$ cat src/rtl/sdram_arbiter_pkg.sv
// Shared types and constants for the two-port SDRAM arbiter.
// Widths match the SDRAM controller mode register and datapath.
package sdram_arbiter_pkg;

  localparam int unsigned WORD_LENGTH    = 16;
  localparam int unsigned ADDRESS_WIDTH  = 24;
  localparam int unsigned BURST_LENGTH   = 8;
  localparam int unsigned TIMEOUT_CYCLES = 4096;

  localparam int unsigned NUM_PORTS = 2;
  localparam int unsigned PORT_VGA  = 0;
  localparam int unsigned PORT_UART = 1;

  typedef enum logic [2:0] {
    ST_IDLE      = 3'd0,
    ST_ISSUE     = 3'd1,
    ST_WAIT_BUSY = 3'd2,
    ST_BURST     = 3'd3,
    ST_FINISH    = 3'd4
  } arb_state_e;

  // One-hot grant vector for the selected port.
  function automatic logic [NUM_PORTS-1:0] port_onehot(input logic sel_uart);
    return sel_uart ? NUM_PORTS'(2'b10) : NUM_PORTS'(2'b01);
  endfunction

endpackage

$ cat src/rtl/sdram_rr_pick.sv
// Two-way round-robin picker: a contested request goes to the port
// that did not own the previous grant.
module sdram_rr_pick
  import sdram_arbiter_pkg::*;
(
  input  logic [NUM_PORTS-1:0] req,
  input  logic                 last_uart,
  output logic [NUM_PORTS-1:0] grant_c
);

  always_comb begin
    grant_c = '0;
    if (req[PORT_VGA] && req[PORT_UART]) begin
      grant_c = port_onehot(!last_uart);
    end else if (req[PORT_VGA]) begin
      grant_c = port_onehot(1'b0);
    end else if (req[PORT_UART]) begin
      grant_c = port_onehot(1'b1);
    end
  end

endmodule

$ cat src/rtl/sdram_arbiter.sv
// Shares the SDRAM controller between the VGA fetch and UART loader ports,
// sequencing one burst per grant and forwarding strobes to the owner only.
module sdram_arbiter
  import sdram_arbiter_pkg::*;
#(
  parameter int unsigned WordLength    = WORD_LENGTH,
  parameter int unsigned AddressWidth  = ADDRESS_WIDTH,
  parameter int unsigned BurstLength   = BURST_LENGTH,
  parameter int unsigned TimeoutCycles = TIMEOUT_CYCLES
) (
  input  logic                    CLK,
  input  logic                    RST,
  input  logic [NUM_PORTS-1:0]    i_req,
  input  logic [NUM_PORTS-1:0]    i_rw,
  input  logic [AddressWidth-1:0] i_addr0,
  input  logic [AddressWidth-1:0] i_addr1,
  input  logic [WordLength-1:0]   i_wdata0,
  input  logic [WordLength-1:0]   i_wdata1,
  output logic [WordLength-1:0]   o_rdata,
  output logic [NUM_PORTS-1:0]    o_valid_wr,
  output logic [NUM_PORTS-1:0]    o_valid_rd,
  output logic [NUM_PORTS-1:0]    o_grant,
  output logic [NUM_PORTS-1:0]    o_done,
  output logic                    o_err,
  output logic                    o_sd_enable,
  output logic                    o_sd_rw,
  output logic [AddressWidth-1:0] o_sd_addr,
  output logic [WordLength-1:0]   o_sd_wdata,
  input  logic [WordLength-1:0]   i_sd_rdata,
  input  logic                    i_sd_valid_wr,
  input  logic                    i_sd_valid_rd,
  input  logic                    i_sd_busy
);

  localparam int unsigned TMO_W = $clog2(TimeoutCycles) + 1;
  localparam int unsigned CNT_W = 4;

  arb_state_e state_q, state_d;

  logic [NUM_PORTS-1:0]    grant_q, grant_d;
  logic                    last_uart_q, last_uart_d;
  logic                    rw_q, rw_d;
  logic [AddressWidth-1:0] addr_q, addr_d;
  logic [CNT_W-1:0]        rd_cnt_q, rd_cnt_d;
  logic [TMO_W-1:0]        tmo_q, tmo_d;
  logic [NUM_PORTS-1:0]    done_q, done_d;
  logic                    err_q, err_d;

  logic [NUM_PORTS-1:0]    pick_c;
  logic                    timeout_c;

  sdram_rr_pick u_pick (
    .req       (i_req),
    .last_uart (last_uart_q),
    .grant_c   (pick_c)
  );

  assign timeout_c = (state_q != ST_IDLE) && (tmo_q == TMO_W'(TimeoutCycles));

  // State register
  always_ff @(posedge CLK) begin
    if (!RST) begin
      state_q <= ST_IDLE;
    end else begin
      state_q <= state_d;
    end
  end

  // Next-state logic; a timeout aborts from any active state
  always_comb begin
    state_d = state_q;
    unique case (state_q)
      ST_IDLE:      if (|i_req)      state_d = ST_ISSUE;
      ST_ISSUE:     if (!i_sd_busy)  state_d = ST_WAIT_BUSY;
      ST_WAIT_BUSY: if (i_sd_busy)   state_d = ST_BURST;
      ST_BURST:     if (!i_sd_busy)  state_d = ST_FINISH;
      ST_FINISH:                     state_d = ST_IDLE;
      default:                       state_d = ST_IDLE;
    endcase
    if (timeout_c) begin
      state_d = ST_IDLE;
    end
  end

  // Combinational outputs: command strobe and zero-latency strobe forwarding
  always_comb begin
    o_sd_enable = 1'b0;
    o_valid_wr  = '0;
    o_valid_rd  = '0;
    o_rdata     = '0;
    o_sd_wdata  = '0;
    if (state_q == ST_ISSUE && !i_sd_busy) begin
      o_sd_enable = 1'b1;
    end
    if (state_q == ST_BURST) begin
      o_valid_wr = grant_q & {NUM_PORTS{i_sd_valid_wr}};
      o_valid_rd = grant_q & {NUM_PORTS{i_sd_valid_rd}};
      o_rdata    = i_sd_rdata;
    end
    if (grant_q[PORT_UART]) begin
      o_sd_wdata = i_wdata1;
    end else if (grant_q[PORT_VGA]) begin
      o_sd_wdata = i_wdata0;
    end
  end

  // Grant/command latch, read counter, timeout counter, completion pulses
  always_comb begin
    grant_d     = grant_q;
    last_uart_d = last_uart_q;
    rw_d        = rw_q;
    addr_d      = addr_q;
    rd_cnt_d    = rd_cnt_q;
    tmo_d       = tmo_q;
    done_d      = '0;
    err_d       = 1'b0;
    unique case (state_q)
      ST_IDLE: begin
        if (|i_req) begin
          grant_d  = pick_c;
          rw_d     = pick_c[PORT_UART] ? i_rw[PORT_UART] : i_rw[PORT_VGA];
          addr_d   = pick_c[PORT_UART] ? i_addr1 : i_addr0;
          rd_cnt_d = '0;
          tmo_d    = '0;
        end
      end
      ST_BURST: begin
        rd_cnt_d = rd_cnt_q + CNT_W'(i_sd_valid_rd);
        if (!i_sd_busy) begin
          done_d = grant_q;
          err_d  = rw_q && (rd_cnt_d != CNT_W'(BurstLength));
        end
      end
      ST_FINISH: begin
        grant_d     = '0;
        last_uart_d = grant_q[PORT_UART];
      end
      default: ;
    endcase
    if (state_q != ST_IDLE) begin
      tmo_d = tmo_q + TMO_W'(1);
    end
    if (timeout_c) begin
      grant_d = '0;
      done_d  = '0;
      err_d   = 1'b1;
    end
  end

  // Datapath registers; last-grant resets to UART so VGA wins first
  always_ff @(posedge CLK) begin
    if (!RST) begin
      grant_q     <= '0;
      last_uart_q <= 1'b1;
      rw_q        <= 1'b0;
      addr_q      <= '0;
      rd_cnt_q    <= '0;
      tmo_q       <= '0;
      done_q      <= '0;
      err_q       <= 1'b0;
    end else begin
      grant_q     <= grant_d;
      last_uart_q <= last_uart_d;
      rw_q        <= rw_d;
      addr_q      <= addr_d;
      rd_cnt_q    <= rd_cnt_d;
      tmo_q       <= tmo_d;
      done_q      <= done_d;
      err_q       <= err_d;
    end
  end

  assign o_grant   = grant_q;
  assign o_done    = done_q;
  assign o_err     = err_q;
  assign o_sd_rw   = rw_q;
  assign o_sd_addr = addr_q;

endmodule

$ cat config.mk
export PLATFORM = sky130hd
export DESIGN_NAME = sdram_arbiter
export DESIGN_NICKNAME = d
export VERILOG_FILES = /design/src/rtl/sdram_arbiter_pkg.sv /design/src/rtl/sdram_rr_pick.sv /design/src/rtl/sdram_arbiter.sv
export SDC_FILE = /design/constraint.sdc
export NUM_CORES = 1
export LEC_CHECK = 0
export CORE_MARGIN = 1
export CORE_UTILIZATION = 41
export CTS_BUF_LIST = sky130_fd_sc_hd__clkbuf_4 sky130_fd_sc_hd__clkbuf_8 sky130_fd_sc_hd__clkbuf_16
export CTS_CLUSTER_SIZE = 16
export DETAILED_ROUTE_END_ITERATION = 7
export GPL_TIMING_DRIVEN = 0
export PLACE_DENSITY = 0.86
export SLEW_MARGIN = 15
export SYNTH_ARGS = -nofsm -noshare
export SYNTH_HDL_FRONTEND = slang
export SYNTH_HIERARCHICAL = 1
export SYNTH_SLANG_ARGS = --single-unit
export TNS_END_PERCENT = 100
$ cat constraint.sdc
create_clock -name CLK -period 4.54 [get_ports CLK]
set_input_delay 0.681 -clock CLK [delete_from_list [all_inputs] [get_ports CLK]]
set_output_delay 0.681 -clock CLK [all_outputs]
set_load 0.1 [all_outputs]
==> flow_summary.yaml, run 1 <==
timing:
  hold_viol: 0
  fin_crit_ns: 3.62
  period_share_pct: 79.7
  finalSetupTns_ns: 0
  hold-worst-slack_ns: 0.492
  timing.fmax_mhz: 276
  clock_skew_ns: 0.00634
  relSlewSlack_pct: 32.0
  rsz0062_at_grt: "false"
  setup_slack_ns: 0.923
  setup_violations: 0
  tightest_slew_ns: 1.02
  drv_slew: 0
detailed_routing:
  via_count: 3035
  drc: 0
  viasPerCell: 5.19
  drt_iter0_markers: 101
  detail-route-antenna-nets: 0
  wl_per_cell_um: 15.5
  firstDrtPassIters: 4
  wl_mm: 9.06
die:
  io_pins: 172
  core-area_mm2: 0.00683
  die_w_um: 86.4
  die_y_um: 86.4
  die_area_mm2: 0.00747
  rows: 30
  initial_core_util_pct: 42.8
placement:
  port_buffers: 170
  pre_cts_ws_ns: 1.04
  place_area_mm2: 0.00474
  gp_congestion: 0.846
  place_inst: 578
  place_hpwl_mm: 7.17
clock_network:
  ctsResizeCount: 0
  cts_root_buffer: "clkbuf_8"
  h-tree-depth: 2
  clk_pin_slew_ns: 0.09
  clock_path_buffers: 2
  cts_made_buffers: 5
  cts_num_sinks: 51
  cts_tree: "built"
  clk_latency_ns: 0.30
  hold_buffers: 0
  postCtsSetupRepairBufs: 0
power:
  finalPower_mw: 1.57
  ir_worst_vdd_mv: 0.353
  powerDensity_mw_per_mm2: 324
  power.static_leakage_nw: 1.77
run_status:
  status: "complete, no violations"
yosys:
  yosysTopAreaCell: "dfxtp_1"
  ys.flop_type: "dfxtp_1"
  ys_top_cells_by_count: "51 x dfxtp_1, 28 x nor2_1, 25 x a211oi_2, 25 x mux2i_1, 18 x nand2_1"
  syn_area_per_cell_um2: 9.36
  synth.top_cell.area_share_pct: 34.9
  synth_seq_area_share_pct: 34.9
  syn_inst: 312
  ys_ff_latch: 51
  synth_area_leaders: "dfxtp_1 35%, a211oi_2 11%, mux2i_1 8.6%, a22o_1 4.8%, and2_1 3.6%"
  syn_nets: 421
  yosysMostFrequentCell: "dfxtp_1"
  ys_async_sr_fraction_pct: 0
  yosysWarnings: 6
  yosysUniqueCellTypes: 53
  syn_area_mm2: 0.00292
  synth_edf_count: 0
finish:
  final_cells: 585
  syn2layout_area_growth_pct: 66.0
  finalCoreUtilization_pct: 71.0
  antenna_cells: 0
  post-route-cell-area_mm2: 0.00485
  fillers: 551
  layout-drive-gt1-share_pct: 11.5
  fin_nets: 598
global_route:
  grt_pass1_vias: 2865
  grt_max_degree: 16
  grt_remaining_overflow: 0
  antenna_found_initial: 0
  grt_use_total_pct: 23.6
  grt_pass1_wl_mm: 14.1
setup_path:
  r2r-end: "o_err"
  worstPathArrival_ns: 2.94
  worstSetupPathType: "flip-flop to output pin"
  crit_path_max_fanout: 10
  cp_cell_sequence: "nor2b_1 -> clkbuf_1 -> clkbuf_1 -> a22o_1 -> clkdlybuf4s50_1"
  regToRegSetupSlack_ns: 2.48
  slowest_stage: "clkdlybuf4s50_1"
  critPathMaxStageDelay_ns: 1.14
  start_kind: "flip-flop"
  rr_worst_depth: 6
  worstSetupEndpointType: "output pin"
  cpMostUsedCell: "clkbuf_1"
  r2r_start: "rd_cnt_q[0]"
  worstPathRequired_ns: 3.86
hold_path:
  hp-start: "rd_cnt_q[0]"
  min_to: "rd_cnt_q[0]"
  hold-path-cell-count: 2
  hp-class: "flip-flop to flip-flop"
flow_run:
  cap_viol_max_count: 0
-- critical path: cells and delay by family (launching register included) --
kind	cells	cell delay, ns
and+or+nand+nor	1	0.17
AOI/OAI and AO/OA	1	0.21
DFF	1	0.46
buffers and inverters	3	1.80
-- kinds of logic after synthesis --
logic type	Yosys count	share of synthesized area [%]
simple gates	114	21.5
xor+xnor	4	1.20
fa+ha+maj	4	1.71
compound gates	84	26.0
buf+inv	30	6.08
mux	25	8.57
flops	51	34.9
-- cell usage in the layout (no fill, tap or decap), types with 2 or more instances in the layout --
cell type	instances
o41ai_1	3
and2_1	17
o2111ai_1	4
nand2_1	18
inv_1	5
and3_1	4
a211oi_2	25
clkdlybuf4s50_1	170
o211ai_1	3
dfxtp_1	51
clkbuf_1	12
buf_1	2
nand4_1	2
nor2b_1	2
nor2_1	28
xnor2_1	3
o21ai_0	7
nor3_1	8
nor2_2	5
nand3b_1	3
a22o_1	16
or3_1	4
buf_6	4
buf_2	2
clkbuf_8	6
nand3_1	11
mux2i_1	25
a21o_1	2
a21oi_1	14
nor4_1	2
buf_4	3
ha_1	4
-- power by group --
| part | switching, mW | leakage [nW] | internal [mW] |
|---|---|---|---|
| clock network | 0.144 | 0.0502 | 0.161 |
| logic | 0.515 | 1.31 | 0.246 |
| registers | 0.0237 | 0.418 | 0.483 |
| total | 0.683 | 1.77 | 0.890 |
-- worst max path at each step --
stage,from,endpoint,slack [ns],cells after the start
after floorplan,o_grant[0],o_sd_wdata[10],1.34,4
after detailed placement,i_sd_busy,o_sd_enable,1.04,4
after global routing,o_grant[0],o_sd_wdata[6],0.77,5
final,o_grant[0],o_sd_wdata[10],0.92,5
after CTS,o_grant[0],o_sd_wdata[14],0.92,5
after global placement,i_sd_busy,o_sd_enable,1.05,4
-- cell type report --
class / count / area (um2) / area share [%]
buffer: 25 / 159 / 3.28
clock buffer: 5 / 68.8 / 1.42
clock inverter: 2 / 37.5 / 0.774
inverter: 5 / 18.8 / 0.387
multi-input combinational: 231 / 1720 / 35.5
sequential: 51 / 1020 / 21.1
tap: 96 / 120 / 2.48
timing repair buffer: 170 / 1700 / 35.1
-- flip-flops by register name, summed over array words and instances (netlist names) --
| signal | flops |
|---|---|
| o_done | 2 |
| tmo_q | 13 |
| last_uart_q | 1 |
| o_sd_rw | 1 |
| o_grant | 2 |
| o_sd_addr | 24 |
| rd_cnt_q | 4 |
| o_err | 1 |
| state_q | 3 |
-- metal layers --
metal	global-route usage (%)	share of wire, %	vias up	wire length [um]
met5	0	0	-	0
met4	2.58	0.36	0	33
met3	5.90	8.2	5	747
met2	41.3	49	120	4480
met1	30.2	42	1407	3800
li1	-	-	1503	-
Note: power is estimated with default switching activity, not from simulation.
==> run 2, diff against run 1 <==
--- a/config.mk
+++ b/config.mk
@@ -6,12 +6,12 @@
 export NUM_CORES = 1
 export LEC_CHECK = 0
 export CORE_MARGIN = 1
-export CORE_UTILIZATION = 41
+export CORE_UTILIZATION = 38
 export CTS_BUF_LIST = sky130_fd_sc_hd__clkbuf_4 sky130_fd_sc_hd__clkbuf_8 sky130_fd_sc_hd__clkbuf_16
 export CTS_CLUSTER_SIZE = 16
 export DETAILED_ROUTE_END_ITERATION = 7
 export GPL_TIMING_DRIVEN = 0
-export PLACE_DENSITY = 0.86
+export PLACE_DENSITY = 0.81
 export SLEW_MARGIN = 15
 export SYNTH_ARGS = -nofsm -noshare
 export SYNTH_HDL_FRONTEND = slang
==> constraint.sdc (replaced) <==
create_clock -name CLK -period 3.5 [get_ports CLK]
set_input_delay 0.525 -clock CLK [delete_from_list [all_inputs] [get_ports CLK]]
set_output_delay 0.525 -clock CLK [all_outputs]
set_load 0.1 [all_outputs]
==> run 2 against run 1 <==
First-iteration DRC count down 15%. Sequential cell count is the same. Combinational power up 29%. Critical path type is now input pin to output pin. Largest cell class unchanged. Highest routed layer unchanged.
==> flow_summary.yaml, run 2 (synthesis results as in run 1) <==
finish:
  final_common_cell: "clkdlybuf4s50_1"
  largest_reg_flops: 24
  antenna_cells: 0
  finalCoreUtilization_pct: 67.1
  final_cell_mix: "144 x clkdlybuf4s50_1, 51 x dfxtp_1, 28 x nor2_1, 26 x dlymetal6s2s_1"
  syn2layout_area_growth_pct: 68.3
  layout-drive-gt1-share_pct: 11.6
  fin_nets: 598
  fillers: 604
hold_path:
  hp-class: "input pin to flip-flop"
  hold-path-cell-count: 2
global_route:
  grt_max_degree: 16
  grt_use_total_pct: 21.1
  antenna_found_initial: 0
  grt_pass1_wl_mm: 13.1
  grt_remaining_overflow: 0
  grt_pass1_vias: 2733
timing:
  fin_crit_ns: 3.21
  rsz0062_at_grt: "false"
  hold_viol: 0
  relSlewSlack_pct: 32.2
  timing.fmax_mhz: 311
  tightest_slew_ns: 1.01
  clock_skew_ns: 0.00953
  period_share_pct: 91.8
  finalSetupTns_ns: 0
  setup_violations: 0
  drv_slew: 0
detailed_routing:
  viasPerCell: 5.17
  via_count: 3044
  wl_per_cell_um: 15.5
  wl_mm: 9.11
  firstDrtPassIters: 4
  drc: 0
  drt_iter0_markers: 86
  detail-route-antenna-nets: 0
setup_path:
  crit_path_max_fanout: 6
  worstSetupEndpointType: "output pin"
  start_kind: "input pin"
  worstSetupPathType: "input pin to output pin"
  worstPathRequired_ns: 2.97
  rr_worst_depth: 6
  worstPathArrival_ns: 2.69
die:
  rows: 31
  initial_core_util_pct: 39.9
  core-area_mm2: 0.00733
  die_area_mm2: 0.00804
  die_y_um: 89.7
  io_pins: 172
  die_w_um: 89.7
clock_network:
  clock_path_buffers: 2
  cts_made_buffers: 5
  cts_tree: "built"
  clk_pin_slew_ns: 0.09
  cts_num_sinks: 51
  clk_latency_ns: 0.30
  cts_root_buffer: "clkbuf_8"
  h-tree-depth: 2
power:
  powerDensity_mw_per_mm2: 409
  ir_worst_vdd_mv: 0.232
  power.static_leakage_nw: 2.24
placement:
  port_buffers: 170
  gp_congestion: 0.838
  place_hpwl_mm: 7.10
run_status:
  status: "complete, no violations"
flow_run:
  cap_viol_max_count: 0
[run 2: timing repair]
item                                    CTS  global route
endpoints found under the setup margin    0            26
hold buffers                              0             0
gates resized for setup                   0            26
buffers inserted                          0             0
[run 2: critical path, stage by stage]
cell and delay (ns):
clkdlybuf4s50_1 0.52, nor3b_1 0.28, nor2b_1 0.21, clkdlybuf4s50_1 1.15
[run 2: cell type report]
| cell class | instances | area (um2) | share of cell area (%) |
|---|---|---|---|
| sequential | 51 | 1020 | 20.8 |
| inverter | 5 | 18.8 | 0.382 |
| buffer | 25 | 159 | 3.23 |
| clock buffer | 7 | 96.3 | 1.96 |
| timing repair buffer | 170 | 1770 | 35.9 |
| clock inverter | 1 | 7.51 | 0.153 |
| tap | 99 | 124 | 2.52 |
| multi-input combinational | 231 | 1720 | 35.0 |
[run 2: per-layer routing]
metal	global-route usage, %	up-vias	share of wire (%)
li1	-	1501	-
met1	27.0	1433	43
met2	36.8	106	49
met3	3.75	4	7.8
met4	5.19	0	0.58
met5	0	-	0
[run 2: per-stage QoR]
step           setup WS (ns)  hold slack [ns]  power, mW  cells  instance area, um2
5_1_grt                0.223            0.444       2.09    589                4920
6_report               0.286            0.443       2.01    589                4920
4_1_cts              0.00247            0.432       2.03    589                4850
3_3_place_gp           0.309            0.463       1.64    581                4750
2_1_floorplan          0.459            0.452       1.36    312                2920
3_5_place_dp           0.314            0.481       1.66    581                4750
[run 2: final timing paths]
kind	start	endpoint	slack [ns]
worst max-delay path	i_sd_busy	o_sd_enable	0.29
worst min-delay path	RST	last_uart_q	0.44
worst max register to register	rd_cnt_q[0]	o_err	1.49
worst min register to register	rd_cnt_q[0]	rd_cnt_q[0]	0.49
[run 2: where the power goes]
group / total, mW / internal (mW) / leakage, nW / switching [mW]
clock: 0.372 / 0.180 / 0.0505 / 0.192
combinational: 0.982 / 0.318 / 1.77 / 0.664
sequential: 0.656 / 0.626 / 0.418 / 0.0299
total: 2.01 / 1.12 / 2.24 / 0.886
==> run 3, diff against run 2 <==
==> constraint.sdc (replaced) <==
create_clock -name CLK -period 3.5 [get_ports CLK]
set_input_delay 0.525 -clock CLK [delete_from_list [all_inputs] [get_ports CLK]]
set_output_delay 0.525 -clock CLK [all_outputs]
set_load 0.005 [all_outputs]
==> run 3 against run 2 <==
Worst setup slack gained 0.36 ns. Combinational power is 45% lower. Maximum frequency increased by 13%. Via count decreased by 0.26%. Final area shrank 1.3%. Power shrank 22%. Routed wire length decreased by 1.0%. Register-to-register slack barely moved. Count of clock-buffer cells in the layout stayed put.
==> flow_summary.yaml, run 3 (synthesis results as in run 1) <==
detailed_routing:
  wl_mm: 9.02
  wl_per_cell_um: 15.3
  drt_iter0_markers: 106
  via_count: 3036
  firstDrtPassIters: 4
  detail-route-antenna-nets: 0
  drc: 0
  viasPerCell: 5.15
timing:
  hold-worst-slack_ns: 0.442
  drv_slew: 0
  fin_crit_ns: 2.86
  rsz0062_at_grt: "false"
  setup_violations: 0
  tightest_slew_ns: 0.732
  finalSetupTns_ns: 0
  clock_skew_ns: 0.0106
  timing.fmax_mhz: 350
  period_share_pct: 81.6
  hold_viol: 0
  relSlewSlack_pct: 51.0
run_status:
  status: "complete, no violations"
finish:
  fillers: 613
  final_cell_mix: "170 x clkdlybuf4s50_1, 51 x dfxtp_1, 28 x nor2_1, 25 x mux2i_1, 25 x a211oi_2"
  syn2layout_area_growth_pct: 66.0
  regArea_mm2: 0.00102
  finalCoreUtilization_pct: 66.2
  final_common_cell: "clkdlybuf4s50_1"
  final_cells: 589
  layout-drive-gt1-share_pct: 11.6
  antenna_cells: 0
  largest_reg_flops: 24
  multiInputGateArea_mm2: 0.00172
  fin_nets: 598
placement:
  place_hpwl_mm: 7.10
  gp_congestion: 0.838
  place_inst: 581
  port_buffers: 170
die:
  core-area_mm2: 0.00733
  die_y_um: 89.7
  die_w_um: 89.7
  die_area_mm2: 0.00804
  rows: 31
  initial_core_util_pct: 39.9
  io_pins: 172
clock_network:
  h-tree-depth: 2
  ctsResizeCount: 0
  postCtsSetupRepairBufs: 0
  cts_num_sinks: 51
  cts_made_buffers: 5
  cts_tree: "built"
  clk_pin_slew_ns: 0.10
  cts_root_buffer: "clkbuf_8"
  clk_latency_ns: 0.30
  clock_path_buffers: 2
  hold_buffers: 0
setup_path:
  start_kind: "flip-flop"
  startpoint: "o_grant[0]"
  worstSetupPathType: "flip-flop to output pin"
  worstSetupEndpointType: "output pin"
  rr_worst_depth: 6
  worstPathRequired_ns: 2.97
  r2r_start: "rd_cnt_q[0]"
  worstPathArrival_ns: 2.33
  crit_path_max_fanout: 10
  r2r-end: "o_err"
  regToRegSetupSlack_ns: 1.48
global_route:
  grt_pass1_wl_mm: 13.1
  grt_use_total_pct: 21.1
  grt_pass1_vias: 2733
  grt_max_degree: 16
  antenna_found_initial: 0
  grt_remaining_overflow: 0
hold_path:
  min_to: "last_uart_q"
  hp-class: "input pin to flip-flop"
  hp-start: "RST"
  hold-path-cell-count: 2
power:
  ir_worst_vdd_mv: 0.197
  powerDensity_mw_per_mm2: 324
  power.static_leakage_nw: 1.78
flow_run:
  cap_viol_max_count: 0
## run 3: cell types whose count changed in the layout (fill, tap and decap cells not counted)
cell	previous run	this run
dlymetal6s2s_1	26	0
clkdlybuf4s50_1	144	170
## run 3: worst max path at each step
stage	end	slack, ns	depth (start not counted)
floorplan	o_err	1.36	6
detailed placement	o_sd_addr[5]	0.79	6
global route	o_sd_wdata[14]	0.49	5
finish	o_sd_wdata[14]	0.64	5
global placement	o_err	0.82	7
CTS	o_sd_wdata[14]	0.64	5
## run 3: area by class of cell
type                       instances  area share [%]
multi-input combinational        231            35.5
clock buffer                       7            1.99
sequential                        51            21.0
buffer                            25            3.28
tap                               99            2.55
clock inverter                     1           0.155
timing repair buffer             170            35.1
inverter                           5           0.387
## run 3: per-layer routing
metal,vias to the layer above,global-route usage (%),part of all wire (%)
li1,1502,-,-
met1,1424,27.0,43
met2,106,36.8,49
met3,4,3.75,7.9
met4,0,5.19,0.59
met5,-,0,0
## run 3: worst max-delay path, cell delays in order (launching register included)
cell             delay [ns]
dfxtp_1                0.45
nor2b_1                0.16
clkbuf_1               0.27
clkbuf_1               0.42
a22o_1                 0.22
clkdlybuf4s50_1        0.51
## run 3: power by group
part	internal [mW]	switching (mW)	leakage, nW	total (mW)
Clock	0.180	0.193	0.0505	0.373
Sequential	0.626	0.0299	0.418	0.656
Combinational	0.320	0.220	1.31	0.540
## run 3: through the flow
stage          total power, mW  area (um2)  worst slack [ns]
2_1_floorplan            0.918        2920              1.36
3_3_place_gp              1.20        4750             0.824
3_5_place_dp              1.21        4750             0.786
4_1_cts                   1.59        4850             0.636
5_1_grt                   1.65        4850             0.495
6_report                  1.57        4850             0.644
